$ cat src/rtl/sbox_pkg.sv
// Shared AES S-box definitions: byte type, affine constants and the inverse affine transform.
// The transform is also meant for reuse by the inverse-S-box top.
package sbox_pkg;

  typedef logic [7:0] byte_t;

  localparam byte_t SBOX_FWD_CONST = 8'h63;
  localparam byte_t SBOX_INV_CONST = 8'h05;

  // b[i] = s[(i+2)%8] ^ s[(i+5)%8] ^ s[(i+7)%8] ^ c[i], unrolled to keep every index constant
  function automatic byte_t inv_affine(byte_t s, byte_t c);
    byte_t b;
    b[0] = s[2] ^ s[5] ^ s[7] ^ c[0];
    b[1] = s[3] ^ s[6] ^ s[0] ^ c[1];
    b[2] = s[4] ^ s[7] ^ s[1] ^ c[2];
    b[3] = s[5] ^ s[0] ^ s[2] ^ c[3];
    b[4] = s[6] ^ s[1] ^ s[3] ^ c[4];
    b[5] = s[7] ^ s[2] ^ s[4] ^ c[5];
    b[6] = s[0] ^ s[3] ^ s[5] ^ c[6];
    b[7] = s[1] ^ s[4] ^ s[6] ^ c[7];
    return b;
  endfunction

endpackage

$ cat src/rtl/s_box_inverse_affine_if.sv
// Byte stream with valid/ready handshake; master drives data/valid, slave drives ready.
interface s_box_inverse_affine_if;
  import sbox_pkg::*;

  byte_t data;
  logic  valid;
  logic  ready;

  modport master (output data, output valid, input ready);
  modport slave  (input data, input valid, output ready);

endinterface

$ cat src/rtl/sbox_pipe_stage.sv
// One elastic register stage: holds {valid, data} and passes ready upstream.
module sbox_pipe_stage
  import sbox_pkg::*;
(
  input  logic  clk,
  input  logic  rst_n,
  input  logic  in_valid,
  input  byte_t in_data,
  input  logic  next_ready,
  output logic  valid,
  output byte_t data,
  output logic  ready
);

  logic  valid_r;
  byte_t data_r;

  assign ready = ~valid_r | next_ready;
  assign valid = valid_r;
  assign data  = data_r;

  // Stage register: advance when ready; an empty predecessor clears valid but keeps stale data.
  always_ff @(posedge clk or negedge rst_n) begin
    if (!rst_n) begin
      valid_r <= 1'b0;
      data_r  <= 8'h00;
    end else if (ready) begin
      valid_r <= in_valid;
      if (in_valid) begin
        data_r <= in_data;
      end else begin
        data_r <= data_r;
      end
    end else begin
      valid_r <= valid_r;
      data_r  <= data_r;
    end
  end

endmodule

$ cat src/rtl/s_box_inverse_affine.sv
// Streaming AES inverse affine stage: transform on input, LATENCY elastic stages, accepted-byte counter.
module s_box_inverse_affine
  import sbox_pkg::*;
#(
  parameter byte_t AFFINE_CONSTANT = SBOX_INV_CONST,
  parameter int    LATENCY         = 3,
  parameter int    CNT_W           = 16
) (
  input  logic                  clk,
  input  logic                  rst_n,
  s_box_inverse_affine_if.slave  in_if,
  s_box_inverse_affine_if.master out_if,
  output logic [CNT_W-1:0]      count
);

  if ((LATENCY < 1) || (LATENCY > 8)) begin : g_latency_check
    $error("s_box_inverse_affine: LATENCY must be within 1..8");
  end

  // Index 0 is the transformed input; index k+1 is the output of stage k.
  logic  valid_s [0:LATENCY];
  byte_t data_s  [0:LATENCY];
  logic  ready_s [0:LATENCY];
  logic  in_xfer_s;
  logic [CNT_W-1:0] count_r;

  assign valid_s[0]       = in_if.valid;
  assign data_s[0]        = inv_affine(in_if.data, AFFINE_CONSTANT);
  assign ready_s[LATENCY] = out_if.ready;

  assign in_if.ready  = ready_s[0];
  assign out_if.valid = valid_s[LATENCY];
  assign out_if.data  = data_s[LATENCY];
  assign in_xfer_s    = in_if.valid & ready_s[0];
  assign count        = count_r;

  for (genvar k = 0; k < LATENCY; k++) begin : g_stage
    sbox_pipe_stage u_stage (
      .clk        (clk),
      .rst_n      (rst_n),
      .in_valid   (valid_s[k]),
      .in_data    (data_s[k]),
      .next_ready (ready_s[k+1]),
      .valid      (valid_s[k+1]),
      .data       (data_s[k+1]),
      .ready      (ready_s[k])
    );
  end

  // Accepted-byte counter, wraps naturally.
  always_ff @(posedge clk or negedge rst_n) begin
    if (!rst_n) begin
      count_r <= '0;
    end else if (in_xfer_s) begin
      count_r <= count_r + CNT_W'(1);
    end else begin
      count_r <= count_r;
    end
  end

endmodule

$ cat src/flat_wrapper.sv
// flat-port wrapper written by rule: the top's interface ports become plain ports
module s_box_inverse_affine_flat import sbox_pkg::*;
#(
  parameter byte_t AFFINE_CONSTANT = SBOX_INV_CONST,
  parameter int    LATENCY         = 3,
  parameter int    CNT_W           = 16
)
  (clk, rst_n, count, in_if_data, in_if_valid, in_if_ready, out_if_data, out_if_valid, out_if_ready);
  s_box_inverse_affine_if in_if_i ();
  s_box_inverse_affine_if out_if_i ();
  input  logic clk;
  input  logic rst_n;
  output logic [CNT_W-1:0] count;
  input wire logic [$bits(in_if_i.data)-1:0] in_if_data;
  input wire logic [$bits(in_if_i.valid)-1:0] in_if_valid;
  output wire logic [$bits(in_if_i.ready)-1:0] in_if_ready;
  output wire logic [$bits(out_if_i.data)-1:0] out_if_data;
  output wire logic [$bits(out_if_i.valid)-1:0] out_if_valid;
  input wire logic [$bits(out_if_i.ready)-1:0] out_if_ready;
  assign in_if_i.data = in_if_data;
  assign in_if_i.valid = in_if_valid;
  assign in_if_ready = in_if_i.ready;
  assign out_if_data = out_if_i.data;
  assign out_if_valid = out_if_i.valid;
  assign out_if_i.ready = out_if_ready;
  s_box_inverse_affine #(.AFFINE_CONSTANT(AFFINE_CONSTANT), .LATENCY(LATENCY), .CNT_W(CNT_W)) u_core (.clk(clk), .rst_n(rst_n), .in_if(in_if_i), .out_if(out_if_i), .count(count));
endmodule
$ cat config.mk
export PLATFORM = sky130hd
export DESIGN_NAME = s_box_inverse_affine_flat
export DESIGN_NICKNAME = d
export VERILOG_FILES = /design/src/rtl/sbox_pkg.sv /design/src/rtl/s_box_inverse_affine_if.sv /design/src/rtl/sbox_pipe_stage.sv /design/src/rtl/s_box_inverse_affine.sv /design/src/flat_wrapper.sv
export SDC_FILE = /design/constraint.sdc
export NUM_CORES = 1
export LEC_CHECK = 0
export CAP_MARGIN = 20
export CORE_MARGIN = 2
export CORE_UTILIZATION = 50
export DETAILED_ROUTE_END_ITERATION = 10
export HOLD_SLACK_MARGIN = 0.15
export PLACE_DENSITY = 0.77
export SLEW_MARGIN = 30
export SYNTH_ARGS = -nofsm -noshare
export SYNTH_HDL_FRONTEND = slang
export SYNTH_SLANG_ARGS = --single-unit
$ cat constraint.sdc
create_clock -name clk -period 1.8 [get_ports clk]
set_input_delay 0.36 -clock clk [delete_from_list [all_inputs] [get_ports clk]]
set_output_delay 0.36 -clock clk [all_outputs]
set_load 0.05 [all_outputs]
Word level (Yosys, flattened, before mapping)
Cells that the tools add are included.
{ "word_totals": {"reg_bits": 43, "latch_bits": 0, "romBits": 0, "elab_cells": 36, "ram_bits": 0, "input_bits": 12, "mem_count": 0} }
{ "classes": {"reduce_logical": 3, "shifts": 0, "n_eq_ne": 0, "n_mux": 0, "addsub": 1, "magnitude_cmp": 0, "n_div": 0, "bitwise_logic": 25, "multipliers": 0} }
{ "ops": {"columns": ["op", "count"], "rows": [
  ["$add 16x1->16 const B", 1],
  ["$xor 1x1->1", 16],
  ["$reduce_and 2->1", 3],
  ["$not 1->1", 5],
  ["$or 1x1->1", 3],
  ["$and 1x1->1", 1]
]} }

Longest topological paths before layout
Gate-level depths: netlist of the first run.
{ "logic_depth": {"word_depth": 5, "mapped_depth": 5, "depth_no_buf": 5} }

Cells and area by module
Synthesis of the first run repeated with hierarchy kept, for this count alone.
{ "hier_totals": {"cells_unflattened": 130, "hier_area_um2": 1966.9} }
{ "by_module_without_submodules": {"columns": ["module", "seq_area_each_um2", "n_inst", "area_each_um2", "cells_each"], "rows": [
  ["sbox_pipe_stage", 225.2, 3, 385.4, 20],
  ["s_box_inverse_affine", 400.4, 1, 810.8, 70]
]} }

Worst setup path before layout of the first run
No wires, ideal clock.
{ "synth_path": {"path_type": "reg2reg", "start": "register u_core.g_stage[2].u_stage.valid_r", "end": "register u_core.count_r[12] (netlist: u_core.count[12])", "n_path_buf": 0, "period_less_slack_ps": 1981, "slack_ps": -181, "t_arrival_ps": 1839, "required_ps": 1658, "setup_ps": 142, "path_stages_with_launch": 5, "cell_sequence": "dfrtp_1 > nand4b_2 > nor3b_4 > and4_4 > xor2_2"} }
{ "synth_via": {"elab_chain_len": 5} }
{ "synth_rtl": {"columns": ["item", "line_no", "source"], "rows": [
  ["start, declared", "sbox_pipe_stage.sv:15", "logic valid_r;"],
  ["start signal, assigned", "sbox_pipe_stage.sv:28", "valid_r <= in_valid;"],
  ["start signal, assigned", "sbox_pipe_stage.sv:35", "valid_r <= valid_r;"],
  ["$not 1->1", "sbox_pipe_stage.sv:18", "assign ready = ~valid_r | next_ready;"],
  ["$or 1x1->1 (3 in a row)", "sbox_pipe_stage.sv:18", null],
  ["net in_if_ready", "flat_wrapper.sv:16", "output wire logic [$bits(in_if_i.ready)-1:0] in_if_ready;"],
  ["$and 1x1->1", "s_box_inverse_affine.sv:34", "assign in_xfer_s = in_if.valid & ready_s[0];"],
  ["end signal, assigned", "s_box_inverse_affine.sv:55", "count_r <= count_r + CNT_W'(1);"],
  ["end signal, assigned", "s_box_inverse_affine.sv:57", "count_r <= count_r;"],
  ["end, declared", "s_box_inverse_affine.sv:25", "logic [CNT_W-1:0] count_r;"]
]} }
The timed path passes the listed nets, and every way through them passes these cells.
A chain may end at the register's enable or synchronous reset.

Final worst setup path of the first run
{ "layout_path": {"start": "input port out_if_ready", "end": "output port in_if_ready"} }
{ "layout_via": {"elab_chain_len": 3} }
{ "layout_rtl": {"columns": ["item", "line_no", "source"], "rows": [
  ["start, declared", "flat_wrapper.sv:19", "input wire logic [$bits(out_if_i.ready)-1:0] out_if_ready;"],
  ["$or 1x1->1 (3 in a row)", "sbox_pipe_stage.sv:18", null],
  ["end, declared", "flat_wrapper.sv:16", null]
]} }
Every way passes these cells.

==> results of run 1 <==
## state kept, by name, summed over array words and instances (netlist names)
signal / count
u_core.count: 16
u_core.g_stage.u_stage.data: 24
u_core.g_stage.u_stage.valid: 3
## critical path: cells and delay by family
| family | cells | cell delay, ns |
|---|---|---|
| simple gates | 1 | 0.24 |
| buf+inv | 3 | 0.76 |
## synth_stat cells, types with 2 or more instances
| library cell | instances |
|---|---|
| xnor2_1 | 18 |
| dfrtp_1 | 43 |
| buf_4 | 9 |
| nand2_1 | 15 |
| xor2_1 | 9 |
| nand3_1 | 4 |
| nand4_1 | 3 |
| mux2_2 | 17 |
| nand2b_1 | 4 |
| o21ai_0 | 8 |
| and4_1 | 2 |
## power by group through the flow
stage | sequential (mW) | clock, mW | combinational [mW]
6_report | 1.41 | 0.601 | 1.29
3_5_place_dp | 1.44 | 0 | 1.30
4_1_cts | 1.42 | 0.615 | 1.30
5_1_grt | 1.45 | 0.659 | 1.37
3_3_place_gp | 1.41 | 0 | 1.27
2_1_floorplan | 1.65 | 0 | 0.776
## worst max-delay path by stage
stage	slack [ns]	start	endpoint
4_1_cts	0.07	out_if_ready	in_if_ready
2_1_floorplan	0.01	u_core.g_stage[2].u_stage.valid$_DFFE_PN0P_	u_core.count[12]$_DFFE_PN0P_
3_3_place_gp	-0.01	in_if_valid	u_core.count[15]$_DFFE_PN0P_
3_5_place_dp	-0.08	in_if_valid	u_core.count[15]$_DFFE_PN0P_
5_1_grt	0.02	out_if_ready	in_if_ready
6_report	0.08	out_if_ready	in_if_ready
## per-stage QoR
stage | hold WS (ns) | worst slack (ns) | util | area, sq um
floorplan | 0.0644 | 0.0132 | - | 1900
global placement | 0.449 | -0.0139 | 0.613 | 2240
detailed placement | 0.464 | -0.0819 | 0.613 | 2240
CTS | 0.152 | 0.0738 | 0.637 | 2330
global route | 0.173 | 0.0242 | 0.637 | 2330
finish | 0.121 | 0.0774 | 0.637 | 2330
## routing by layer
| metal | GRT usage | share of wire | vias to the layer above |
|---|---|---|---|
| li1 | - | - | 558 |
| met1 | 0.221 | 0.42 | 558 |
| met2 | 0.293 | 0.52 | 25 |
| met3 | 0.0394 | 0.042 | 5 |
| met4 | 0.0703 | 0.013 | 0 |
| met5 | 0 | 0 | - |
## cells by family after synthesis
kind of cell             count (synthesis)
buffers and inverters                   10
AND/OR/NAND/NOR                         38
AO/OA/AOI/OAI                            8
adder cells (fa/ha/maj)                  1
flip-flops                              43
XOR/XNOR                                28
multiplexers                            17
## final cells by class
class | instances | area [sq um] | share of cell area
sequential | 43 | 1080 | 0.462
tap | 48 | 60.1 | 0.0258
clock buffer | 6 | 82.6 | 0.0354
clock inverter | 1 | 5.00 | 0.00215
timing repair buffer | 42 | 350 | 0.150
multi-input combinational | 92 | 753 | 0.323
inverter | 1 | 3.75 | 0.00161
==> impl_metrics.ini, run 1 <==
[run_status]
status = finished, final reports clean

[logic_synthesis]
syn_nets = 158
ys.flop_type = dfrtp_1
syn_area_sq_um = 1890
synthTopCellsByArea = dfrtp_1 (57%), mux2_2 (10%), xnor2_1 (8.3%)
synth_cell_type_count = 24
synthSimpleGateAreaFrac = 0.131
ys_seq_area_frac = 0.569
synthXorXnorAreaFrac = 0.134
synth_cells = 145
syn_area_per_cell_sq_um = 13.0
synthMuxAreaShare = 0.101
synth_edf_count = 0
synth_top_family_by_area = XOR/XNOR gates
synth-warning-count = 0
yosys.area_share.adder = 0.00661
synth_top_area_frac = 0.569
synth-compound-area-share = 0.0212
ys_async_sr_fraction = 1.00
ys_ff_latch = 43
yosys.area.top_type = dfrtp_1

[floorplanning]
io_pins = 38
rows = 22
initial_core_util = 0.517
coreArea_sq_um = 3660
chipWidth_microns = 65.5
die_h_microns = 65.5
dieArea_sq_um = 4290

[placement]
dp.cells = 226
gp_congestion = 0.756
post-dp-hpwl_microns = 2410
port_buffers = 37

[final_layout]
fin_cells = 233
final_common_cell = dfrtp_1
drive_gt1_frac = 0.335
final.fill_count = 310
areaGrowthSynthToFinish_pct = 23.2
layout.nets = 198
antennaDiodeCount = 0
mostFrequentLayoutCells = dfrtp_1 (43), buf_4 (30), xnor2_1 (18)

[sta]
worstMarginPinSlew_ns = 0.529
rsz0062_at_grt = no
maxSlewHeadroom = 0.647
fin_setup_tns_ns = 0
min_period_ns = 1.72
slew_violations = 0
hold_viol = 0
clock_skew_ns = 0.00371
min_period_over_period = 0.957
setup_viol = 0
max_clock_freq_ghz = 0.581

[pwr]
leakage_nw = 1.08
clkPwrFrac = 0.182
power_density_nw_per_um2 = 1410
p_sw_mw = 1.31
ir_worst_vdd_uv = 959
power.internal_mw = 1.98
p_comb_frac = 0.390
swShare = 0.398
total_power_mw = 3.30
pwr-share-seq = 0.428

[global_route]
grt-ovfl-total = 0
grt_max_degree = 44
grt_first_pass_wirelength_microns = 5640
groute.usage.overall = 0.175
grt_pass1_vias = 1203
antenna_found_initial = 0

[clocking]
ctsHoldBuffers = 0
cts_sinks = 43
cts_resized = 0
clk_pin_slew_ns = 0.07
cts_buffer_depth = 2
cts_buffers = 5
post_cts_buffers = 0
root_buffer = clkbuf_8
htree_levels = 2
clock_latency_ns = 0.29
cts_tree = done

[drt]
ant_nets = 0
drt_iter0_drc = 40
vias = 1146
first_pass_iters = 4
post_drt_wl_per_cell_microns = 13.5
route.detailed.drc = 0
avgViaCountPerCell = 4.92
routed_wl_microns = 3150

[worst_setup_path]
cp-start-kind = input port
arrival_ns = 1.36
cp_max_fo = 7
critical_path_class = in -> out
worstPathCellList = clkdlybuf4s50_1 -> nand4b_4 -> buf_4 -> buf_12
end_kind = primary output
worstPathRequired_ns = 1.44
reg2reg_slack_ns = 0.25
regToRegStartpoint = u_core.count[0]$_DFFE_PN0P_
r2r_cells = 5
reg2reg_to = u_core.count[12]$_DFFE_PN0P_
slowest_stage = clkdlybuf4s50_1
max_stage_delay_ns = 0.44

[run]
maxCapViolCount = 0

[min_path]
hold_path.class = in -> async
No activity file was read; power rests on OpenSTA's default activity.
==> run 2: changes to the inputs <==
Settings changed: SKIP_LAST_GASP set to 1.
==> results of run 2 <==
No change in the layout: final DEF, timing and power equal those of run 1.
